--- src/rtl/game_control.sv ---
// Memory-game sequencer: shows a growing LFSR tile sequence, then checks the player's answers.
// Moore outputs from the state register; waits indefinitely on the player stage (no input timeout).
module game_control #(
  parameter int TICKS = 25000000
) (
  input  logic        clk,
  input  logic        reset,
  input  logic        start,
  input  logic [3:0]  KEY,
  input  logic        player_input,
  input  logic        check,
  output logic [17:0] seq,
  output logic [3:0]  seq_counter,
  output logic        playerEN,
  output logic        checkEN,
  output logic        show_valid,
  output logic [1:0]  show_tile,
  output logic [3:0]  round,
  output logic        win,
  output logic        lose
);

  typedef enum logic [3:0] {
    S_IDLE,
    S_GEN,
    S_SHOW_ON,
    S_SHOW_OFF,
    S_WAIT_REL,
    S_INPUT,
    S_CHK_REQ,
    S_CHK_WAIT,
    S_WIN,
    S_LOSE
  } state_t;

  localparam logic [17:0] LFSR_SEED = 18'h2A5A5;
  localparam logic [24:0] TICK_LAST = 25'(TICKS - 1);
  localparam logic [3:0]  MAX_ROUND = 4'd9;

  state_t      state;
  state_t      state_nxt;
  logic [17:0] lfsr;
  logic [17:0] seq_nxt;
  logic [24:0] tick_cnt;
  logic [3:0]  seq_counter_nxt;
  logic [3:0]  round_nxt;
  logic        tick_done;
  logic        more_tiles;
  logic [1:0]  tile_raw;

  assign tick_done  = (tick_cnt == TICK_LAST);
  assign more_tiles = (seq_counter < (round - 4'd1));

  // Free-running so the seed captured at GEN depends on how long the player idled.
  always_ff @(posedge clk) begin
    if (reset) begin
      lfsr <= LFSR_SEED;
    end else begin
      lfsr <= {lfsr[16:0], lfsr[17] ^ lfsr[10]};
    end
  end

  always_ff @(posedge clk) begin
    if (reset) begin
      state       <= S_IDLE;
      tick_cnt    <= '0;
      seq         <= '0;
      seq_counter <= '0;
      round       <= '0;
    end else begin
      state       <= state_nxt;
      tick_cnt    <= (state_nxt != state) ? '0 : tick_cnt + 25'd1;
      seq         <= seq_nxt;
      seq_counter <= seq_counter_nxt;
      round       <= round_nxt;
    end
  end

  always_comb begin
    state_nxt       = state;
    seq_nxt         = seq;
    seq_counter_nxt = seq_counter;
    round_nxt       = round;
    case (state)
      S_IDLE, S_WIN, S_LOSE: begin
        if (start) state_nxt = S_GEN;
      end
      S_GEN: begin
        seq_nxt         = lfsr;
        round_nxt       = 4'd1;
        seq_counter_nxt = '0;
        state_nxt       = S_SHOW_ON;
      end
      S_SHOW_ON: begin
        if (tick_done) state_nxt = S_SHOW_OFF;
      end
      S_SHOW_OFF: begin
        if (tick_done) begin
          if (more_tiles) begin
            seq_counter_nxt = seq_counter + 4'd1;
            state_nxt       = S_SHOW_ON;
          end else begin
            seq_counter_nxt = '0;
            state_nxt       = S_WAIT_REL;
          end
        end
      end
      S_WAIT_REL: begin
        // All keys released and the player stage idle, so one press yields one answer.
        if ((KEY == 4'hF) && !player_input) state_nxt = S_INPUT;
      end
      S_INPUT: begin
        if (player_input) state_nxt = S_CHK_REQ;
      end
      S_CHK_REQ: begin
        state_nxt = S_CHK_WAIT;
      end
      S_CHK_WAIT: begin
        if (!check) begin
          state_nxt = S_LOSE;
        end else if (more_tiles) begin
          seq_counter_nxt = seq_counter + 4'd1;
          state_nxt       = S_WAIT_REL;
        end else if (round < MAX_ROUND) begin
          round_nxt       = round + 4'd1;
          seq_counter_nxt = '0;
          state_nxt       = S_SHOW_ON;
        end else begin
          state_nxt = S_WIN;
        end
      end
      default: begin
        state_nxt = S_IDLE;
      end
    endcase
  end

  // Tile i sits at {seq[2i], seq[2i+1]}, so the lower bit index is the MSB.
  assign tile_raw = 2'(seq >> {seq_counter, 1'b0});

  assign show_valid = (state == S_SHOW_ON);
  assign show_tile  = show_valid ? {tile_raw[0], tile_raw[1]} : 2'b00;
  assign playerEN   = (state == S_INPUT);
  assign checkEN    = (state == S_CHK_REQ);
  assign win        = (state == S_WIN);
  assign lose       = (state == S_LOSE);

endmodule

--- config.mk ---
export PLATFORM = sky130hd
export DESIGN_NAME = game_control
export DESIGN_NICKNAME = d
export VERILOG_FILES = /design/src/rtl/game_control.sv
export SDC_FILE = /design/constraint.sdc
export NUM_CORES = 1
export LEC_CHECK = 0
export BUFFER_PORTS_ARGS = -buffer_cell sky130_fd_sc_hd__buf_2
export CAP_MARGIN = 5
export CELL_PAD_IN_SITES_DETAIL_PLACEMENT = 0
export CELL_PAD_IN_SITES_GLOBAL_PLACEMENT = 2
export CORE_ASPECT_RATIO = 0.5
export CORE_MARGIN = 10
export CORE_UTILIZATION = 35
export CTS_CLUSTER_DIAMETER = 120
export CTS_CLUSTER_SIZE = 25
export DETAILED_ROUTE_END_ITERATION = 16
export PLACE_DENSITY = 0.81
export RECOVER_POWER = 25
export SYNTH_ARGS = -nofsm -noshare
export SYNTH_HDL_FRONTEND = slang
export SYNTH_SLANG_ARGS = --single-unit
export TNS_END_PERCENT = 1
--- constraint.sdc ---
create_clock -name clk -period 3.3 [get_ports clk]
set_clock_uncertainty 0.15 [all_clocks]
set_input_delay 0.33 -clock clk [delete_from_list [all_inputs] [get_ports clk]]
set_output_delay 0.33 -clock clk [all_outputs]
set_load 0.005 [all_outputs]
==> metrics.txt, run 1 <==
WP data arrival=3.05 ns; MaxCap Viol Count=1; Via Count=2868; DRC Markers=0; row cnt=25; Buf/Inv on CP=2; Synth Flop Type=dfxtp_1; relative slew slack=-24.3%; Post-synth EDFFs=0; fin crit period=2.94 ns; synth warn=0; critical path cell sequence=inv_1 -> ha_1 -> xnor2_1 -> ha_1 -> o21ai_1 -> a22oi_1 -> a2111oi_0 -> o2111ai_2 -> buf_4 -> nor2_1; #FFs+latches synth=73; Final ANT Viol Nets=0; Hold WC Path Type=in2reg; hold_sp=start; fillers=963; Gate Count Post-Synth=393; TritonCTS clock tree=yes; Placer Congestion=0.798; Total Nets Final=449; Post-synth ARST share=0%; Detailed Place HPWL=5.87 mm; Worst Hold End=state[3]$_SDFF_PP0_; Initial Utilization=35.9%; RSZ-0062 raised after global routing=false; final WL=8.27 mm; htree depth=3; P_leak=0.00148 uW; slowest CP cell=a2111oi_0; Mapped Avg Cell Area=8.62 um2; Layout area overhead=18.2%; # resized after CTS=0; total gr overflow=0; Worst-path clk slew=0.06 ns; clock buffer depth=2; failing checks=max-capacitance violations, max-slew violations; first-pass GRT wire length=14.0 mm; Worst path max stage delay=0.53 ns; number of top-level pins=42; die width=159 um; most frequent CP cell=ha_1; fmax=341 MHz; delay-heaviest family, CP=compound AO/OA/AOI/OAI gates; detailed-router iteration count before antenna repair=4; peak supply drop=0.231 mV; CTS Root Cell=clkbuf_16; setup tns final=0 ns; Reg-to-Reg Start=round[0]$_SDFFE_PP0P_; Slew @ Worst Pin=1.87 ns; Wirelength per Cell=14.4 um; final setup vio count=0; 1st-iter DRT viols=106; die height=89.6 um; status=finished with violations; CTS Sinks=73; Core Util, Final=42.4%; Reg2Reg Depth=10; cts hold-fix bufs=0; CTS buffer count=9; Slew Viols, Final=47; CP endpoint kind=flop; Post-CTS Setup Inserts=0; Final Hold Viols=0; critical-path maximum fanout=25; Clk Latency, worst-skew pair=0.33 ns; die outline area=0.0143 mm2; vias in the first global route=2865; PwrDens=502 mW/mm2; count of input and output buffers=41; Post-Syn Area=0.00339 mm2; largest net degree at the start of global routing=47; crit start category=flop; Hold Path Stages=3; share of cells above drive strength 1=16.9%; net count after synthesis=409; critical path type=reg2reg; R2R Path End=tick_cnt[2]$_SDFF_PP0_; total track usage=12.0%; final worst path period share=89.0%; via-per-instance ratio=5.01; Yosys cell types=60; Core Area=0.00945 mm2; Antenna Cells=0; sequential share of the synthesized area=43.1%; WP data required=3.42 ns; r2r setup slk=0.36 ns; initial antenna violation count=0
metal layers:
layer | vias to the layer above | routed length, um | part of all wire, % | track usage [%]
met5 | - | 0 | 0 | 0
met3 | 2 | 274 | 3.3 | 4.14
met2 | 45 | 3900 | 47 | 20.4
met1 | 1369 | 4080 | 49 | 14.2
li1 | 1452 | - | - | -
met4 | 0 | 16 | 0.19 | 3.84
cells in the final DEF, fill, tap and decap left out, types with 4 or more instances in the layout:
cell type,synthesis,final
a211oi_1,4,4
a21oi_1,28,28
buf_2,3,32
buf_4,0,6
clkbuf_1,14,10
clkbuf_16,0,9
dfxtp_1,73,73
ha_1,7,7
inv_1,12,12
mux2i_1,4,4
mux4_2,4,4
nand2_1,55,55
nand2b_1,7,7
nand3_1,16,16
nand4_1,7,7
nor2_1,40,40
nor2b_1,11,11
nor3_1,9,7
o21ai_0,7,6
or2_2,10,10
xnor2_1,8,8
xor2_1,18,18
tightest hold or removal path: stages:
cell	delay, ns
buf_2	0.11
a2bb2oi_1	0.16
a211oi_1	0.06
state kept, by name (all words and copies together), names as in the netlist:
signal       flops
seq             18
lfsr            18
round            4
state            4
seq_counter      4
tick_cnt        25
cell usage after synthesis (2+ instances only):
cell type | instances | share of area (%)
nor3_1 | 9 | 1.3
nor4bb_1 | 2 | 0.59
nor2_1 | 40 | 4.4
xor2_1 | 18 | 4.7
and3_1 | 3 | 0.55
o21a_1 | 2 | 0.44
nand4_1 | 7 | 1.3
dfxtp_1 | 73 | 43
o21ai_0 | 7 | 1.0
a21oi_1 | 28 | 4.1
nor3b_1 | 2 | 0.44
nand2b_1 | 7 | 1.3
or2_2 | 10 | 1.8
a211oi_1 | 4 | 0.89
or4b_1 | 2 | 0.59
clkbuf_1 | 14 | 1.6
nor4_1 | 2 | 0.37
a2111o_1 | 2 | 0.66
or4_1 | 2 | 0.44
o31ai_1 | 3 | 0.66
buf_2 | 3 | 0.44
nand3_1 | 16 | 2.4
nand2_1 | 55 | 6.1
mux4_2 | 4 | 2.7
a221oi_1 | 2 | 0.52
nor2b_1 | 11 | 2.0
ha_1 | 7 | 2.6
inv_1 | 12 | 1.3
o21ai_1 | 2 | 0.30
xnor2_1 | 8 | 2.1
nand4b_1 | 2 | 0.52
mux2i_1 | 4 | 1.2
and2_1 | 3 | 0.55
how the worst max path moves through the flow:
stage	from	end	slack (ns)	depth (start not counted)
after detailed placement	round[0]$_SDFFE_PP0P_	tick_cnt[2]$_SDFF_PP0_	0.24	10
after floorplan	round[0]$_SDFFE_PP0P_	tick_cnt[9]$_SDFF_PP0_	0.47	10
after global routing	round[0]$_SDFFE_PP0P_	tick_cnt[14]$_SDFF_PP0_	0.1	10
final	round[0]$_SDFFE_PP0P_	tick_cnt[2]$_SDFF_PP0_	0.36	10
after global placement	round[0]$_SDFFE_PP0P_	tick_cnt[22]$_SDFF_PP0_	0.34	10
after CTS	round[0]$_SDFFE_PP0P_	tick_cnt[2]$_SDFF_PP0_	0.24	10
per-stage QoR:
stage	power (uW)	setup WS [ns]	hold WS, ns	area, um2	std cells
detailed placement	1140	0.244	0.275	3740	557
floorplan	1080	0.470	0.267	3390	393
global placement	1140	0.344	0.278	3740	557
CTS	2030	0.241	0.222	4010	573
finish	2010	0.364	0.232	4010	573
global route	2100	0.0989	0.254	4010	573
power by group:
part	internal [uW]	switching (uW)
combinational	70.3	99.3
sequential	918	35.3
clock	510	378
total	1500	513
cell type report:
class	instances	area (um2)	area share, %
Clock inverter	6	42.5	1.06
Multi-Input combinational cell	290	1820	45.5
Clock buffer	10	229	5.71
Timing Repair Buffer	47	239	5.96
Inverter	12	45.0	1.12
Sequential cell	73	1460	36.5
Tap cell	135	169	4.21
logic make-up (layout without fill, tap and decap cells):
logic type	Yosys count	count (layout)	synth area share, %
compound gates	65	65	12.7
buf+inv	30	75	3.43
flops	73	73	43.1
mux	8	8	3.84
xor+xnor	26	26	6.72
fa+ha+maj	7	7	2.58
simple gates	184	184	27.6
No activity file was read; power rests on OpenSTA's default activity.
==> run 2: changes to the inputs <==
CELL_PAD_IN_SITES_DETAIL_PLACEMENT = 2   (was 0)
CORE_MARGIN = 8   (was 10)
==> metrics.txt, run 2 (same netlist as run 1, synthesis figures left out) <==
fmax=330 MHz; CTS Sinks=73; total gr overflow=0; Antenna Cells=0; critical-path maximum fanout=25; row cnt=25; Worst-path clk slew=0.06 ns; DRC Markers=0; Largest regs=tick_cnt (25), lfsr (18), seq (18); Slew @ Worst Pin=2.03 ns; R2R Path End=tick_cnt[7]$_SDFF_PP0_; Core Area=0.00942 mm2; first-pass GRT wire length=18.1 mm; via-per-instance ratio=5.26; r2r setup slk=0.27 ns; die outline area=0.0133 mm2; count of input and output buffers=41; total track usage=17.1%; Reg-to-Reg Start=round[0]$_SDFFE_PP0P_; final worst slack=0.272 ns; # resized after CTS=0; Detailed Place HPWL=7.47 mm; largest net degree at the start of global routing=47; WP data arrival=3.10 ns; detailed-router iteration count before antenna repair=4; TritonCTS clock tree=yes; Clk Latency, worst-skew pair=0.34 ns; largest register by flop count=tick_cnt; Via Count=3001; die width=155 um; critical path cell sequence=inv_1 -> ha_1 -> xnor2_1 -> ha_1 -> o21ai_1 -> a221oi_1 -> or4b_1 -> o2111ai_2 -> buf_4 -> nor2_1; MaxCap Viol Count=1; slowest CP cell=or4b_1; RSZ-0062 raised after global routing=false; number of top-level pins=42; CTS Root Cell=clkbuf_16; share of cells above drive strength 1=17.0%; failing checks=max-capacitance violations, max-slew violations; Post-CTS Setup Inserts=0; 1st-iter DRT viols=80; CP endpoint kind=flop; WP data required=3.37 ns; peak supply drop=0.310 mV; Initial Utilization=36.0%; die height=85.6 um; Wirelength per Cell=19.2 um; Final ANT Viol Nets=0; Worst Setup SP=round[0]$_SDFFE_PP0P_; pre-CTS setup slack=0.149 ns; most frequent CP cell=ha_1; PwrDens=546 mW/mm2; Reg2Reg Depth=10; Total Nets Final=447; Placer Congestion=0.748; most frequent cells in the layout=dfxtp_1 (73), nand2_1 (55), nor2_1 (40), buf_2 (33), a21oi_1 (28); htree depth=3; commonest non-fill, non-tap cell in the layout=dfxtp_1; clock buffer depth=2; P_leak=0.00150 uW; final setup vio count=0; vias in the first global route=3381; CP Capture Point=tick_cnt[7]$_SDFF_PP0_; final WL=11.0 mm; CTS buffer count=9; Layout area overhead=19.4%; fin crit period=3.03 ns; Worst path max stage delay=0.52 ns; final worst path period share=91.8%; status=finished with violations; initial antenna violation count=0; setup tns final=0 ns; cts hold-fix bufs=0; max reg flops=25; critical path type=reg2reg; hold_sp=start; Hold WC Path Type=in2reg; relative slew slack=-35.2%; Final Hold Viols=0; Slew Viols, Final=47; crit start category=flop
==> run 2: worst min-delay path by stage <==
stage,cells past startpoint,end,slack (ns)
floorplan,1,lfsr[10]$_SDFF_PP1_,0.27
global placement,1,lfsr[5]$_SDFF_PP1_,0.27
detailed placement,1,lfsr[10]$_SDFF_PP1_,0.29
CTS,3,state[3]$_SDFF_PP0_,0.24
global route,3,state[3]$_SDFF_PP0_,0.26
finish,3,state[3]$_SDFF_PP0_,0.25
==> run 2: worst max-delay path, delay by kind of cell (launching register included) <==
family | cells | cell delay [ns]
adder cells (fa/ha/maj) | 2 | 0.49
AND/OR/NAND/NOR | 2 | 0.62
AO/OA/AOI/OAI | 3 | 0.61
flip-flops | 1 | 0.46
buffers and inverters | 2 | 0.39
XOR/XNOR | 1 | 0.19
==> run 2: final cells by class <==
cell class / count / area [um2]
Sequential cell: 73 / 1460
Multi-Input combinational cell: 290 / 1830
Fill cell: 1065 / 5370
Tap cell: 135 / 169
Inverter: 12 / 45.0
Timing Repair Buffer: 45 / 225
Clock buffer: 10 / 229
Clock inverter: 6 / 90.1
==> run 2: metrics by stage <==
step,instances,power (uW),hold WS (ns),cell area [um2],utilization [%]
after floorplan,393,1080,0.267,3390,-
after global placement,555,1140,0.274,3730,39.6
after detailed placement,555,1160,0.286,3730,39.6
after CTS,571,2230,0.239,4050,43.0
after global routing,571,2290,0.261,4050,43.0
final,571,2210,0.252,4050,43.0
==> run 2: per-layer routing <==
metal | GRT usage (%) | vias up | share of wire [%] | wire (um)
met2 | 31.6 | 43 | 51 | 5660
li1 | - | 1450 | - | -
met5 | 0 | - | 0 | 0
met3 | 4.71 | 18 | 3.6 | 400
met1 | 18.5 | 1490 | 43 | 4700
met4 | 6.64 | 0 | 2.1 | 231
==> run 2: where the power goes <==
group | internal, uW | switching [uW]
Sequential | 918 | 35.4
Clock | 666 | 399
Combinational | 73.3 | 117
Total | 1660 | 551
==> run 3: changes to the inputs <==
ABC_AREA = 1   (was default)
CORE_UTILIZATION = 33   (was 35)
==> metrics.txt, run 3 <==
fillers=1234; Core Area=0.0102 mm2; detailed-router iteration count before antenna repair=4; Post-CTS Setup Inserts=0; commonest non-fill, non-tap cell in the layout=nor2_1; Post-synth ARST share=0%; final setup vio count=0; cts hold-fix bufs=0; Initial Utilization=34.1%; fin crit period=2.90 ns; Synth area leaders=dfxtp_1 (42%), nor2_1 (8.2%), nand2_1 (7.8%), inv_1 (7.5%), nor2_2 (4.3%); clock buffer depth=2; WP data arrival=3.01 ns; Post-Syn Area=0.00349 mm2; row cnt=26; synth warn=0; first-pass GRT wire length=18.2 mm; Sw Share=29.0%; Hold WS=0.258 ns; Via Count=3225; Slew Viols, Final=0; # resized after CTS=0; number of top-level pins=42; top cell type's share of synthesized area=41.8%; total track usage=16.1%; htree depth=3; relative slew slack=23.1%; critical path type=reg2reg; #FFs+latches synth=73; CP endpoint kind=flop; PwrDens=595 mW/mm2; WP data required=3.41 ns; via-per-instance ratio=4.83; CTS Sinks=73; max reg flops=25; Slew @ Worst Pin=1.15 ns; cell with the most instances after synthesis=nor2_1; vias in the first global route=3553; placed insts=652; CTS Root Cell=clkbuf_16; largest net degree at the start of global routing=27; Total Nets Final=539; P_leak=0.00172 uW; Hold WC Path Type=in2reg; Final Hold Viols=0; crit start category=flop; Final ANT Viol Nets=0; most frequent cells in the layout=nor2_1 (76), nand2_1 (73), dfxtp_1 (73), inv_1 (70), buf_2 (32); Layout area overhead=18.5%; register area=0.00146 mm2; net count after synthesis=496; initial antenna violation count=0; largest register by flop count=tick_cnt; Mapped Avg Cell Area=7.28 um2; count of input and output buffers=41; fmax=345 MHz; Clk Latency, worst-skew pair=0.34 ns; share of cells above drive strength 1=17.4%; Placer Congestion=0.768; sequential share of the synthesized area=41.8%; final WL=11.0 mm; total gr overflow=0; die outline area=0.0143 mm2; DRC Markers=0; RSZ-0062 raised after global routing=false; MaxCap Viol Count=0; Finished Layout Cells=668; Synth Flop Type=dfxtp_1; Post-synth EDFFs=0; Antenna Cells=0; Clock Power Share=43.5%; peak supply drop=0.267 mV; total power=2460 uW; Synth area leader=dfxtp_1; footprint of the multi-input gates=0.00170 mm2; internal power=1750 uW; setup tns final=0 ns; final worst path period share=87.9%; Yosys cell types=29; Wirelength per Cell=16.4 um; TritonCTS clock tree=yes; 1st-iter DRT viols=86; Worst-path clk slew=0.06 ns; Largest regs=tick_cnt (25), lfsr (18), seq (18); critical-path maximum fanout=25; combinational share of power=14.8%; Detailed Place HPWL=7.60 mm; Psw=715 uW; die width=162 um; CTS buffer count=9; Synth top cells by count=nor2_1 (76), dfxtp_1 (73), nand2_1 (73), inv_1 (70), a21oi_1 (26); sequential power share=41.7%; status=finished clean; Gate Count Post-Synth=480; die height=88.8 um
==> run 3: cell type report <==
type                    instances  area share, %
flip-flops and latches         73           35.3
multi-input cells             322           41.0
repair buffers                 43           5.05
clock buffers                  10           5.53
well taps                     140           4.23
clock inverters                 6           2.18
inverters                      74           6.71
==> run 3: layer usage <==
layer | track usage [%] | up-vias | wire length, um | part of all wire, %
met5 | 0 | - | 0 | 0
met4 | 6.84 | 0 | 201 | 1.8
met3 | 4.13 | 20 | 350 | 3.2
met2 | 29.8 | 48 | 5490 | 50
met1 | 17.6 | 1565 | 4930 | 45
li1 | - | 1592 | - | -
==> run 3: path summary, 6_finish.rpt <==
path	start	endpoint	slack, ns	depth (start not counted)
min	player_input	state[1]$_SDFF_PP0_	0.26	5
min reg2reg	lfsr[8]$_SDFF_PP1_	lfsr[9]$_SDFF_PP0_	0.27	2
max	round[0]$_SDFFE_PP0P_	tick_cnt[22]$_SDFF_PP0_	0.40	12
max reg2reg	round[0]$_SDFFE_PP0P_	tick_cnt[22]$_SDFF_PP0_	0.40	12
==> run 3: power groups by stage <==
stage / Clock, uW / Combinational [uW] / Sequential (uW)
finish: 1070 / 365 / 1030
global route: 1140 / 412 / 1040
CTS: 1100 / 380 / 1030
detailed placement: 0 / 368 / 1050
global placement: 0 / 355 / 1040
floorplan: 0 / 240 / 1020
==> run 3: logic make-up (layout without fill, tap and decap cells) <==
logic type | after synthesis | in the layout | share of synthesized area (%)
AND/OR/NAND/NOR | 229 | 229 | 30.2
XOR/XNOR | 26 | 26 | 6.52
flip-flops | 73 | 73 | 41.8
buffers and inverters | 85 | 133 | 9.56
adder cells (fa/ha/maj) | 7 | 7 | 2.51
AO/OA/AOI/OAI | 60 | 60 | 9.42
==> run 3: metrics by stage <==
stage,setup WS (ns),util (%),instance area [um2]
global route,0.106,40.4,4140
detailed placement,0.439,37.4,3830
CTS,0.341,40.5,4150
global placement,0.599,37.4,3830
floorplan,1.03,-,3490
finish,0.399,40.4,4140
==> run 3: worst max-delay path: stages, from the launching register on <==
cell     delay [ns]
dfxtp_1        0.43
inv_1          0.11
ha_1           0.34
ha_1           0.27
o21ai_0        0.08
nand2_1        0.08
nand3_1        0.07
nand2_1        0.11
nand2_1        0.13
nand2_1        0.11
nor2_1         0.21
nand4_4        0.48
nor2_2         0.23
